`src/rtl/clint_timer_unit_if.sv`:
```
// Register port of the CLINT: single-cycle read/write requests with byte
// strobes, plus the registered read response.
interface clint_timer_unit_if #(
    parameter int unsigned DATA_WIDTH = 32
);
    logic                    reg_wen;
    logic                    reg_ren;
    logic [15:0]             reg_addr;
    logic [DATA_WIDTH-1:0]   reg_wdata;
    logic [DATA_WIDTH/8-1:0] reg_wstrb;
    logic [DATA_WIDTH-1:0]   reg_rdata;
    logic                    reg_rvalid;

    modport master (
        output reg_wen, reg_ren, reg_addr, reg_wdata, reg_wstrb,
        input  reg_rdata, reg_rvalid
    );

    modport slave (
        input  reg_wen, reg_ren, reg_addr, reg_wdata, reg_wstrb,
        output reg_rdata, reg_rvalid
    );
endinterface

```
`src/rtl/clint_timer_unit.sv`:
```
// CLINT timer unit: prescaled 64-bit mtime, per-hart mtimecmp/msip and
// registered mtip, behind a 32- or 64-bit register port.
module clint_timer_unit #(
    parameter int unsigned HART_NUM     = 1,
    parameter int unsigned DATA_WIDTH   = 32,
    parameter int unsigned TICK_DIV     = 1,
    parameter logic [63:0] MTIMECMP_RST = 64'hFFFF_FFFF_FFFF_FFFF
) (
    input  logic                 clk,
    input  logic                 rst_n,
    clint_timer_unit_if.slave    bus,
    output logic [63:0]          mtime,
    output logic [HART_NUM-1:0]  mtip,
    output logic [HART_NUM-1:0]  msip
);
    logic [15:0]         pre_cnt;
    logic                tick;
    logic [7:0]          strb8;
    logic [63:0]         wdata_ext;
    logic [63:0]         wmask_ext;
    logic [63:0]         wdata64;
    logic [63:0]         wmask64;
    logic                hi_lane;
    logic                msip_lane_hi;
    logic                word_ok;
    logic                mtime_hit;
    logic                msip_wval;
    logic                msip_wen;
    logic [HART_NUM-1:0] msip_sel;
    logic [HART_NUM-1:0] cmp_sel;
    logic [63:0]         mtimecmp [HART_NUM];
    logic [63:0]         rd64;
    logic [63:0]         rd_msip;
    logic [63:0]         rd_word;
    logic                unused_addr;

    assign unused_addr  = ^bus.reg_addr[1:0];
    assign tick         = (pre_cnt == 16'(TICK_DIV - 1));
    assign strb8        = 8'(bus.reg_wstrb);
    assign wdata_ext    = 64'(bus.reg_wdata);

    // 32-bit port: addr[2] steers the word onto the upper half of a 64-bit register.
    assign hi_lane      = (DATA_WIDTH == 32) && bus.reg_addr[2];
    assign msip_lane_hi = (DATA_WIDTH == 64) && bus.reg_addr[2];
    assign word_ok      = (DATA_WIDTH == 32) || !bus.reg_addr[2];
    assign mtime_hit    = (bus.reg_addr[15:3] == 13'h17FF) && word_ok;

    for (genvar b = 0; b < 8; b++) begin : g_mask
        assign wmask_ext[b*8 +: 8] = {8{strb8[b]}};
    end

    assign wdata64   = hi_lane ? {wdata_ext[31:0], 32'h0} : wdata_ext;
    assign wmask64   = hi_lane ? {wmask_ext[31:0], 32'h0} : wmask_ext;
    assign msip_wval = msip_lane_hi ? wdata_ext[32] : wdata_ext[0];
    assign msip_wen  = msip_lane_hi ? wmask_ext[32] : wmask_ext[0];

    always_comb begin
        msip_sel = '0;
        cmp_sel  = '0;
        rd64     = mtime_hit ? mtime : '0;
        rd_msip  = '0;
        for (int unsigned h = 0; h < HART_NUM; h++) begin
            msip_sel[h] = (bus.reg_addr[15:2] == 14'(h));
            cmp_sel[h]  = (bus.reg_addr[15:14] == 2'b01) &&
                          (bus.reg_addr[13:3] == 11'(h)) && word_ok;
            if (cmp_sel[h]) begin
                rd64 = rd64 | mtimecmp[h];
            end
            if (msip_sel[h] && msip[h]) begin
                rd_msip = msip_lane_hi ? 64'h0000_0001_0000_0000 : 64'h1;
            end
        end
        rd_word = (hi_lane ? {32'h0, rd64[63:32]} : rd64) | rd_msip;
    end

    // A write to mtime wins over the tick; the prescaler is left running.
    always_ff @(posedge clk) begin
        if (!rst_n) begin
            pre_cnt <= '0;
            mtime   <= '0;
        end else begin
            pre_cnt <= tick ? '0 : pre_cnt + 16'd1;
            if (bus.reg_wen && mtime_hit) begin
                mtime <= (mtime & ~wmask64) | (wdata64 & wmask64);
            end else if (tick) begin
                mtime <= mtime + 64'd1;
            end
        end
    end

    always_ff @(posedge clk) begin
        if (!rst_n) begin
            msip <= '0;
            mtip <= '0;
            for (int unsigned h = 0; h < HART_NUM; h++) begin
                mtimecmp[h] <= MTIMECMP_RST;
            end
        end else begin
            for (int unsigned h = 0; h < HART_NUM; h++) begin
                if (bus.reg_wen && cmp_sel[h]) begin
                    mtimecmp[h] <= (mtimecmp[h] & ~wmask64) | (wdata64 & wmask64);
                end
                if (bus.reg_wen && msip_sel[h] && msip_wen) begin
                    msip[h] <= msip_wval;
                end
                mtip[h] <= (mtime >= mtimecmp[h]);
            end
        end
    end

    always_ff @(posedge clk) begin
        if (!rst_n) begin
            bus.reg_rdata  <= '0;
            bus.reg_rvalid <= 1'b0;
        end else begin
            bus.reg_rvalid <= bus.reg_ren;
            if (bus.reg_ren) begin
                bus.reg_rdata <= rd_word[DATA_WIDTH-1:0];
            end
        end
    end
endmodule

```
`src/flat_wrapper.sv`:
```
// flat-port wrapper written by rule: the top's interface ports become plain ports
module clint_timer_unit_flat 
#(
    parameter int unsigned HART_NUM     = 1,
    parameter int unsigned DATA_WIDTH   = 32,
    parameter int unsigned TICK_DIV     = 1,
    parameter logic [63:0] MTIMECMP_RST = 64'hFFFF_FFFF_FFFF_FFFF
)
  (clk, rst_n, mtime, mtip, msip, bus_reg_wen, bus_reg_ren, bus_reg_addr, bus_reg_wdata, bus_reg_wstrb, bus_reg_rdata, bus_reg_rvalid);
  clint_timer_unit_if #(.DATA_WIDTH(DATA_WIDTH)) bus_i ();
  input  logic clk;
  input  logic rst_n;
  output logic [63:0] mtime;
  output logic [HART_NUM-1:0] mtip;
  output logic [HART_NUM-1:0] msip;
  input wire logic [$bits(bus_i.reg_wen)-1:0] bus_reg_wen;
  input wire logic [$bits(bus_i.reg_ren)-1:0] bus_reg_ren;
  input wire logic [$bits(bus_i.reg_addr)-1:0] bus_reg_addr;
  input wire logic [$bits(bus_i.reg_wdata)-1:0] bus_reg_wdata;
  input wire logic [$bits(bus_i.reg_wstrb)-1:0] bus_reg_wstrb;
  output wire logic [$bits(bus_i.reg_rdata)-1:0] bus_reg_rdata;
  output wire logic [$bits(bus_i.reg_rvalid)-1:0] bus_reg_rvalid;
  assign bus_i.reg_wen = bus_reg_wen;
  assign bus_i.reg_ren = bus_reg_ren;
  assign bus_i.reg_addr = bus_reg_addr;
  assign bus_i.reg_wdata = bus_reg_wdata;
  assign bus_i.reg_wstrb = bus_reg_wstrb;
  assign bus_reg_rdata = bus_i.reg_rdata;
  assign bus_reg_rvalid = bus_i.reg_rvalid;
  clint_timer_unit #(.HART_NUM(HART_NUM), .DATA_WIDTH(DATA_WIDTH), .TICK_DIV(TICK_DIV), .MTIMECMP_RST(MTIMECMP_RST)) u_core (.clk(clk), .rst_n(rst_n), .bus(bus_i), .mtime(mtime), .mtip(mtip), .msip(msip));
endmodule
```
`config.mk`:
```
export PLATFORM = sky130hd
export DESIGN_NAME = clint_timer_unit_flat
export DESIGN_NICKNAME = d
export VERILOG_FILES = /design/src/rtl/clint_timer_unit_if.sv /design/src/rtl/clint_timer_unit.sv /design/src/flat_wrapper.sv
export SDC_FILE = /design/constraint.sdc
export NUM_CORES = 1
export LEC_CHECK = 0
export CORE_MARGIN = 10
export CORE_UTILIZATION = 25
export DETAILED_ROUTE_END_ITERATION = 16
export HOLD_SLACK_MARGIN = 0.08
export PLACE_DENSITY = 0.49
export SYNTH_ARGS = -nofsm -noshare
export SYNTH_HDL_FRONTEND = slang
export SYNTH_SLANG_ARGS = --single-unit
```
`constraint.sdc`:
```
create_clock -name clk -period 4.15 [get_ports clk]
set_input_delay 0.415 -clock clk [delete_from_list [all_inputs] [get_ports clk]]
set_output_delay 0.415 -clock clk [all_outputs]
set_load 0.01 [all_outputs]
```
After elaboration in Yosys (flattened, before gate mapping)
Memories as Yosys holds them, arrays and structs flattened.
Index checks and enable logic that the tools add are counted.
- flip-flop bits (word level): 115
- logic and storage cells: 47
- bits of input ports: 56
- memories kept: 1
- output and inout bits: 99
- memory bits (writable): 64
- memories (name ; words ; width ; rd ports ; clocked after memory_dff ; wr ports ; line ; source):
    u_core.mtimecmp ; 1 ; 64 ; 1 ; 0 ; 1 ; clint_timer_unit.sv:31 ; logic [63:0] mtimecmp [HART_NUM];
- order comparisons: 1
- mux-type cells: 14
- reductions and logical operators: 12
- bitwise gates (word level): 9
- eq/ne operators: 2
- add/subtract/negate cells: 2
- operators by type and width (kind ; count):
    64-bit 2-to-1 mux ; 7
    64-bit bitwise AND ; 3
    64-bit bitwise OR ; 3
    64-bit by 1-bit adder with 64-bit output (second input constant) ; 1
    64-bit >= comparator ; 1
    64-bit NOT ; 1
    64-bit OR reduction ; 1
    32-bit 2-to-1 mux ; 1
    32-bit bitwise OR ; 1
    16-bit by 1-bit adder with 16-bit output (second input constant) ; 1
    16-bit zero test ; 1
    14-bit zero test ; 1
    13-bit equality test (second input constant) ; 1
    11-bit zero test ; 1
    1-bit logical AND ; 6
    1-bit 2-to-1 mux ; 6
    2-bit by 1-bit equality test with 1-bit output (second input constant) ; 1
    2-bit nonzero test ; 1
    2-bit OR reduction ; 1
    1-bit NOT ; 1

Longest topological paths before layout
- depth in word-level cells: 8
- mapped depth: 10

Worst setup path before layout
Ideal clock, no wire load.
- path kind: input port to flip-flop
- start point: input port bus_reg_addr[10]
- end point: memory u_core.mtimecmp[0][0] (enable)
- data required time: 3.727 ns
- setup slack: 1.167 ns
- data arrival time: 2.559 ns
- cell stages on the path: 5
- cell sequence: nor4_1 and4_1 clkbuf_1 nand2_1 nand2_1
- longest elaborated chain between the ends: 8
- ends and longest elaborated chain (element ; line ; source):
    from (decl) ; flat_wrapper.sv:18 ; input wire logic [$bits(bus_i.reg_addr)-1:0] bus_reg_addr;
    11-bit zero test (*) ; clint_timer_unit.sv:65 ; (bus.reg_addr[13:3] == 11'(h)) && word_ok;
    1-bit logical AND (*) ; clint_timer_unit.sv:64 ; cmp_sel[h] = (bus.reg_addr[15:14] == 2'b01) &&
    1-bit logical AND (*) ; clint_timer_unit.sv:100 ; if (bus.reg_wen && cmp_sel[h]) begin
    1-bit 2-to-1 mux (*) ; clint_timer_unit.sv:100 ;
    1-bit 2-to-1 mux (*) ; clint_timer_unit.sv:92 ; if (!rst_n) begin
    1-bit 2-to-1 mux (not written as such) (*) ; clint_timer_unit.sv:101 ; mtimecmp[h] <= (mtimecmp[h] & ~wmask64) | (wdata64 & wmask64);
    64-bit OR reduction (no source line) ; - ;
    1-bit 2-to-1 mux (no source line) (*) ; - ;
    to (decl) ; clint_timer_unit.sv:31 ;
Mark *: on every way between the ends. The rest lies on a longest branch, timed or not.

==> impl_results.md <==
* Std cell rows at 77
* CP required at 4.42 ns
* CTS sink count at 179
* Setup Viol. Count Final at 0
* Main flop type after synthesis: dfxtp_1
* Core area at 0.0444 mm²
* CP Launch Type: flip-flop
* Net count after synthesis at 1474
* Max-Slew Margin vs Limit at 30.7%
* Port bufs at 152
* Flop2flop setup slack at 1.23 ns
* Syn Inst Count at 1351
* Post-Place Cells at 2041
* Die Width at 232 µm
* H-tree Lvls at 4
* Post-synth cell types at 70
* Critical path type: flip-flop to flip-flop
* Global Route Usage Sum at 15.8%
* Worst Hold Class: primary input to flip-flop
* VDD IR max at 0.209 mV
* Mapped cell area at 0.0113 mm²
* Setup_tns at 0 ns
* Sequential area share after synthesis at 37.5%
* Leakage at 0.00524 µW
* Tcrit/Tclk final at 70.5%
* Post-route ant nets at 0
* Total gr overflow at 0
* Kind of end point of the critical path: flip-flop
* Max Cap Viol at 0
* Post-synth ARST share at 0%
* R2R Path End: u_core.mtip
* Commonest non-fill, non-tap cells in the layout: nand2_1, clkdlybuf4s50_1, nor2_1
* Worst-Skew Late Latency at 0.45 ns
* CTS tree: done
* Crit path time final at 2.92 ns
* Residual DRC at 0
* DR iter-0 viols at 1027
* Setup Skew at 0.0135 ns
* Worst setup margin at 1.23 ns
* Pwr dens at 272 mW/mm²
* Max Fclk at 342 MHz
* Routed vias/inst at 5.19
* Setup Buffers After CTS at 0
* Max Slew Vio Count at 0
* NumNets Final at 1591
* Initial Util at 25.3%
* Vias in the first global route at 10.4k
* Share of layout cells above drive strength 1 at 6.68%
* Routed vias at 10.8k
* DP Wirelength at 31600 µm
* Number of synthesized flops with an enable pin at 64
* First-pass GRT wire length at 66100 µm
* Clk slew on worst S/H paths at 0.08 ns
* Largest net degree at the start of global routing at 65
* # hold bufs at CTS at 0
* Final Hold Viols at 0
* Worst-path fanout max at 8
* R2r worst-path depth at 8
* CTS max path bufs at 2
* Worst EP arrival at 3.20 ns
* Hold path cells at 2
* Post-CTS Resized at 0
* Post-Place Setup Slack at 1.02 ns
* Actual slew at the worst max-slew pin at 1.04 ns
* Die area at 0.0539 mm²
* Root Driver: clkbuf_16
* #FFs+latches synth at 179
* Final wirelength at 43100 µm
* Placer Congestion at 0.872
* Drt wl/cell at 20.8 µm
* Inserted Clock Buffers at 17
* Pre-antenna DRT Iters at 5
* Post-Syn Area per Cell at 8.33 µm²
* HP Start: rst_n
* Final Non-Filler Cells at 2075
* Status: finished, final reports clean
* Initial antenna violation count at 1
* Commonest non-fill, non-tap cell in the layout: nand2_1
* Area Overhead vs Synth at 24.2%
* Top-level I/O count at 155
* Chip Height at 232 µm
* RSZ-0062 raised after global routing: false
* Synth Warn # at 0
## synthesized netlist by cell type (12+ instances only)
library cell	instances	area (µm²)
edfxtp_1	64	1920
and4_1	13	114
inv_1	76	285
a211oi_1	49	368
nand2_1	166	623
o211ai_1	68	510
ha_1	67	838
nand4_1	20	125
o21ai_0	88	440
nor4_1	18	113
mux2i_1	36	360
and3_1	27	169
nor3_1	39	195
dfxtp_1	115	2300
a21o_1	12	90.1
nand3_1	56	280
a21oi_1	83	415
clkbuf_1	62	233
nor2_1	127	477
## area by class of cell
class                           instances  area (µm²)
Tap cell                              592         741
Clock buffer                           22         474
Multi-Input combinational cell       1012        6410
Inverter                               77         289
Antenna cell                            2        5.00
Clock inverter                         10        97.6
Fill cell                            4651       30400
Timing Repair Buffer                  181        1740
Sequential cell                       179        4220
## stage by stage
step / utilization, % / hold slack (ns) / total power (µW) / cell area [µm²]
final: 31.5 / 0.449 / 3800 / 14000
after global routing: 31.5 / 0.469 / 3930 / 14000
after CTS: 31.5 / 0.441 / 3850 / 14000
after detailed placement: 30.2 / 0.462 / 2190 / 13400
after global placement: 30.2 / 0.444 / 2190 / 13400
after floorplan: - / 0.430 / 2020 / 11300
## power by group
part | internal [µW] | leakage [µW] | switching, µW
logic | 124 | 0.00360 | 183
clock network | 883 | 0.000282 | 773
registers | 1830 | 0.00137 | 14.2
## cell families after synthesis
kind of cell / after synthesis / share of synthesized area [%]
flops: 179 / 37.5
compound gates: 365 / 21.2
fa+ha+maj: 67 / 7.45
mux: 47 / 4.30
xor+xnor: 16 / 1.24
simple gates: 517 / 22.6
buf+inv: 160 / 5.69
## routing by layer
metal	track usage (%)	vias to the layer above	share of wire (%)
li1	-	5231	-
met1	21.4	5214	46
met2	25.5	274	47
met3	2.68	43	5.1
met4	4.08	0	1.7
met5	0	-	0
## worst max-delay path, stage by stage (launching register included)
cell and delay, ns:
dfxtp_1 0.51, inv_1 0.12, ha_1 0.30, nand2b_1 0.15, a2111oi_0 0.82, o41ai_1 0.13, o41a_1 0.36, o211ai_1 0.18
nand3_1 0.19
## how the worst max path moves through the flow
stage               cells after the start               endpoint             start  slack, ns
floorplan                               5  u_core.mtimecmp[0][0]  bus_reg_addr[10]       1.17
global placement                        8              flip-flop   bus_reg_addr[6]       1.04
CTS                                     8            u_core.mtip         flip-flop       1.26
global route                            8            u_core.mtip         flip-flop       1.02
detailed placement                      8              flip-flop   bus_reg_addr[5]       1.02
finish                                  8            u_core.mtip         flip-flop       1.23
Note: power is estimated with default switching activity, not from simulation.
==> edit 1, RTL diff (same flow settings) <==
`DATA_WIDTH` is set to 32 in 3 places; all go to 64.
--- a/src/rtl/clint_timer_unit_if.sv
+++ b/src/rtl/clint_timer_unit_if.sv
@@ -1,7 +1,7 @@
 // Register port of the CLINT: single-cycle read/write requests with byte
 // strobes, plus the registered read response.
 interface clint_timer_unit_if #(
-    parameter int unsigned DATA_WIDTH = 32
+    parameter int unsigned DATA_WIDTH = 64
 );
     logic                    reg_wen;
     logic                    reg_ren;
--- a/src/rtl/clint_timer_unit.sv
+++ b/src/rtl/clint_timer_unit.sv
@@ -2,7 +2,7 @@
 // registered mtip, behind a 32- or 64-bit register port.
 module clint_timer_unit #(
     parameter int unsigned HART_NUM     = 1,
-    parameter int unsigned DATA_WIDTH   = 32,
+    parameter int unsigned DATA_WIDTH   = 64,
     parameter int unsigned TICK_DIV     = 1,
     parameter logic [63:0] MTIMECMP_RST = 64'hFFFF_FFFF_FFFF_FFFF
 ) (
--- a/src/flat_wrapper.sv
+++ b/src/flat_wrapper.sv
@@ -2,7 +2,7 @@
 module clint_timer_unit_flat 
 #(
     parameter int unsigned HART_NUM     = 1,
-    parameter int unsigned DATA_WIDTH   = 32,
+    parameter int unsigned DATA_WIDTH   = 64,
     parameter int unsigned TICK_DIV     = 1,
     parameter logic [63:0] MTIMECMP_RST = 64'hFFFF_FFFF_FFFF_FFFF
 )
Interface: changed (resized bus_reg_rdata, bus_reg_wdata and bus_reg_wstrb); port bits go from 155 to 223. The function was not compared with the original's and may differ.
==> edit 1 against the original RTL <==
  * Final area up 10%
  * Total power up 27%
  * Non-clock buffer count up 68
  * Area after synthesis up 3.7%
  * Sequential cell count up 32
  * Wire length up 4.9%
  * Sequential share of layout area up 1.4 points
  * Combinational power up 26%
  * Via count up 4.2%
  * Worst setup slack worse by 21 ps
  * Die area up 3.4%
  * Count of clock-buffer cells in the layout up 21
==> edit 1: results <==
group,metric,value,unit
routing,drt-vias-per-instance,5.20,
clock_tree,cts.path.max_buffers,3,
status,run_status,"finished, final reports clean",
clock_tree,cts_buffers,27,
clock_tree,worstSkewPairLatency,570,ps
routing,wirelength,45.3,mm
synth,ys_seq_area_share,41.7,%
clock_tree,clkTransAtPathRegs,60,ps
routing,drtIter0Drc,855,
global_route,met3_usage,3.08,%
pwr,clkPwrFrac,46.9,%
global_route,grt_usage,15.4,%
placement,place_inst,2104,
global_route,grtUsageMet2,25.4,%
routing,wl_per_cell,21.0,um
clock_tree,post_cts_buffers,0,
synth,ys_top_cells_by_count,"dfxtp_1, nand2_1, nor2_1, a211oi_1, clkbuf_1",
placement,gp_congestion,0.782,
hold_path,hold_path_class,"input pin to register",
timing,worstMarginPinSlew,919,ps
hold_path,hold_depth,3,
pwr,leakagePower,5.72,nW
synth,synth_cells,1342,
synth,synthTopCellsByArea,"dfxtp_1, edfxtp_1, ha_1, a211oi_1, o211ai_1",
global_route,grt_first_pass_wirelength,68.7,mm
clock_tree,h-tree-depth,1,
setup_path,reg2reg_depth,7,
final_layout,nets,1685,
placement,port_buffers,220,
synth,synth-edff-count,64,
global_route,antenna_found_initial,4,
synth,ys_types,66,
final_layout,drive_above_1_share,6.21,%
global_route,gr-usage-met1,20.0,%
placement,place_hpwl,32.6,mm
pwr,pg_seq,2.18,mW
setup_path,worst-path-max-fanout,9,
pwr,p_int,3.64,mW
global_route,grt_pass1_vias,11100,
synth,syn-num-nets,1501,
timing,finalClockSkew,16.4,ps
placement,pre_cts_ws,892,ps
global_route,grt_start_max_net_pins,73,
setup_path,critPathArrivalTime,3390,ps
pwr,ir_worst_vdd,0.262,mV
-- edit 1: cell count changes after synthesis, moves of 16 or more --
cell and change:
a211oi_1 +33, a21oi_1 -16, a22oi_1 +62, clkbuf_1 +17, dfxtp_1 +32, mux2i_1 -32, nand2_1 -27, nand3_1 -17
o21ai_0 -40
-- edit 1: cell type report --
class	count	area (sq um)
fillers	4800	31000
multi-input cells	965	6190
inverters	72	270
diodes	2	5.00
repair buffers	249	2460
clock buffers	43	787
flip-flops and latches	211	4860
well taps	607	759
clock inverters	7	52.6
-- edit 1: per-layer routing --
layer  wire [um]  up-vias
met2       21000      291
met4        1160        4
met1       20600     5428
li1            -     5422
met5          29        -
met3        2460       64
-- edit 1: per-stage QoR --
| stage | hold WS, ps | power (mW) | area [sq um] |
|---|---|---|---|
| finish | 239 | 4.84 | 15400 |
| global route | 265 | 5.02 | 15400 |
| CTS | 216 | 4.91 | 15400 |
| detailed placement | 469 | 2.62 | 14500 |
| global placement | 462 | 2.62 | 14500 |
| floorplan | 438 | 2.38 | 11700 |
-- edit 1: final timing paths --
path / endpoint / slack, ps
max: register / 1200
min: register / 240
min reg2reg: u_core.pre_cnt[0]$_SDFF_PP0_ / 480
max reg2reg: register / 1200
-- edit 1: cell families after synthesis --
kind of cell    count (synthesis)  share of synthesized area (%)
mux                             8                          0.761
flops                         211                           41.7
fa+ha+maj                      67                           7.18
compound gates                403                           23.9
xor+xnor                       22                           1.65
buf+inv                       166                           5.51
simple gates                  465                           19.3
-- edit 1: worst max-delay path: stages, from the launching register on --
cell     delay [ps]
dfxtp_1         520
nand4_2         260
or4_4           660
nor3_4          510
and3_1          280
nand3_1         100
and3_1          210
o31a_1          280
==> edit 2, RTL diff (same flow settings) <==
Without the edit above. Make the reset (`rst_n`) asynchronous in 3 clocked blocks.
--- a/src/rtl/clint_timer_unit.sv
+++ b/src/rtl/clint_timer_unit.sv
@@ -74,7 +74,7 @@
     end
 
     // A write to mtime wins over the tick; the prescaler is left running.
-    always_ff @(posedge clk) begin
+    always_ff @(posedge clk or negedge rst_n) begin
         if (!rst_n) begin
             pre_cnt <= '0;
             mtime   <= '0;
@@ -88,7 +88,7 @@
         end
     end
 
-    always_ff @(posedge clk) begin
+    always_ff @(posedge clk or negedge rst_n) begin
         if (!rst_n) begin
             msip <= '0;
             mtip <= '0;
@@ -108,7 +108,7 @@
         end
     end
 
-    always_ff @(posedge clk) begin
+    always_ff @(posedge clk or negedge rst_n) begin
         if (!rst_n) begin
             bus.reg_rdata  <= '0;
             bus.reg_rvalid <= 1'b0;
Formal check against the unedited RTL: differs if rst_n is asserted again (counterexample within 4 cycles, from zero or initial values and one cycle with rst_n low); with rst_n held inactive, the same outputs for 4 cycles.
==> edit 2 against the original RTL <==
  * Sequential power is 2% higher
  * Final area shrank 1.7%
  * Wire length down 13%
  * Worst setup slack worse by 3.0 ps
  * Critical path type unchanged
  * Clock power increased by 5%
  * Largest power group unchanged
  * Non-clock buffer count fell by 15
  * Global-route usage down 1.5 points
  * Count of clock-buffer cells in the layout decreased by 5
  * Area after synthesis fell by 2.8%
  * Sequential cell count unchanged
  * First-iteration DRC count shrank 44%
  * Total power is 8.6% higher
  * Via count is 13% lower
==> edit 2: results <==
group,metric,value,unit
synth,synth_mux_area_share,13.0,%
setup_path,reg2reg_depth,6,
final_layout,nets,1355,
pwr,ir_worst_vdd,0.280,mV
setup_path,critPathArrivalTime,3260,ps
setup_path,reg2reg_setup_slack,1220,ps
routing,wl_per_cell,20.6,um
timing,finalClockSkew,12.5,ps
setup_path,crit_slowest_cell,"nor4_1",
placement,gp_congestion,0.809,
status,run_status,"finished, final reports clean",
synth,synth_compound_area_share,15.0,%
final_layout,antenna_cells,0,
pwr,leakagePower,5.61,nW
timing,maxSlewHeadroom,33.4,%
global_route,grt_first_pass_wirelength,58.8,mm
placement,place_area,13100,sq um
synth,synthTopCellsByArea,"dfrtp_1, dfstp_2, ha_1, mux2_2, mux2i_1",
placement,place_inst,1798,
global_route,grt_start_max_net_pins,107,
synth,ys_seq_area_share,41.7,%
synth,synth-async-reset-ratio,100,%
routing,drtIter0Drc,573,
final_layout,drive_above_1_share,16.1,%
synth,synthAdderAreaFrac,7.66,%
edit 2: power by group:
group / leakage [nW] / switching, mW / internal, mW / total [mW]
logic: 3.15 / 0.258 / 0.241 / 0.499
registers: 2.16 / 0.0833 / 1.80 / 1.88
clock network: 0.297 / 0.832 / 0.922 / 1.75
edit 2: per-layer routing:
layer / up-vias / track usage, % / routed length (um)
li1: 4396 / - / -
met1: 4686 / 18.8 / 17700
met2: 191 / 23.0 / 17800
met3: 39 / 3.28 / 1690
met4: 6 / 3.64 / 556
met5: - / 0 / 31
edit 2: worst max path at each step:
stage	cells past startpoint	to	slack [ps]	start
CTS	6	register	1160	register
global placement	8	register	970	bus_reg_addr[14]
global route	6	register	1070	register
floorplan	8	register	1850	u_core.pre_cnt[0]$_DFF_PN0_
finish	6	register	1220	register
detailed placement	8	register	940	bus_reg_addr[14]
edit 2: logic make-up (layout without fill, tap and decap cells):
group           count (synthesis)  count (layout)
flops                         179             179
fa+ha+maj                      67              67
compound gates                225             225
mux                           134             134
xor+xnor                       14              14
buf+inv                       116             270
simple gates                  356             356
edit 2: final cells by class:
class / count / area share, %
clock buffers: 17 / 3.10
well taps: 585 / 5.33
multi-input cells: 796 / 43.3
clock inverters: 15 / 1.36
repair buffers: 166 / 11.8
inverters: 72 / 1.97
flip-flops and latches: 179 / 33.2
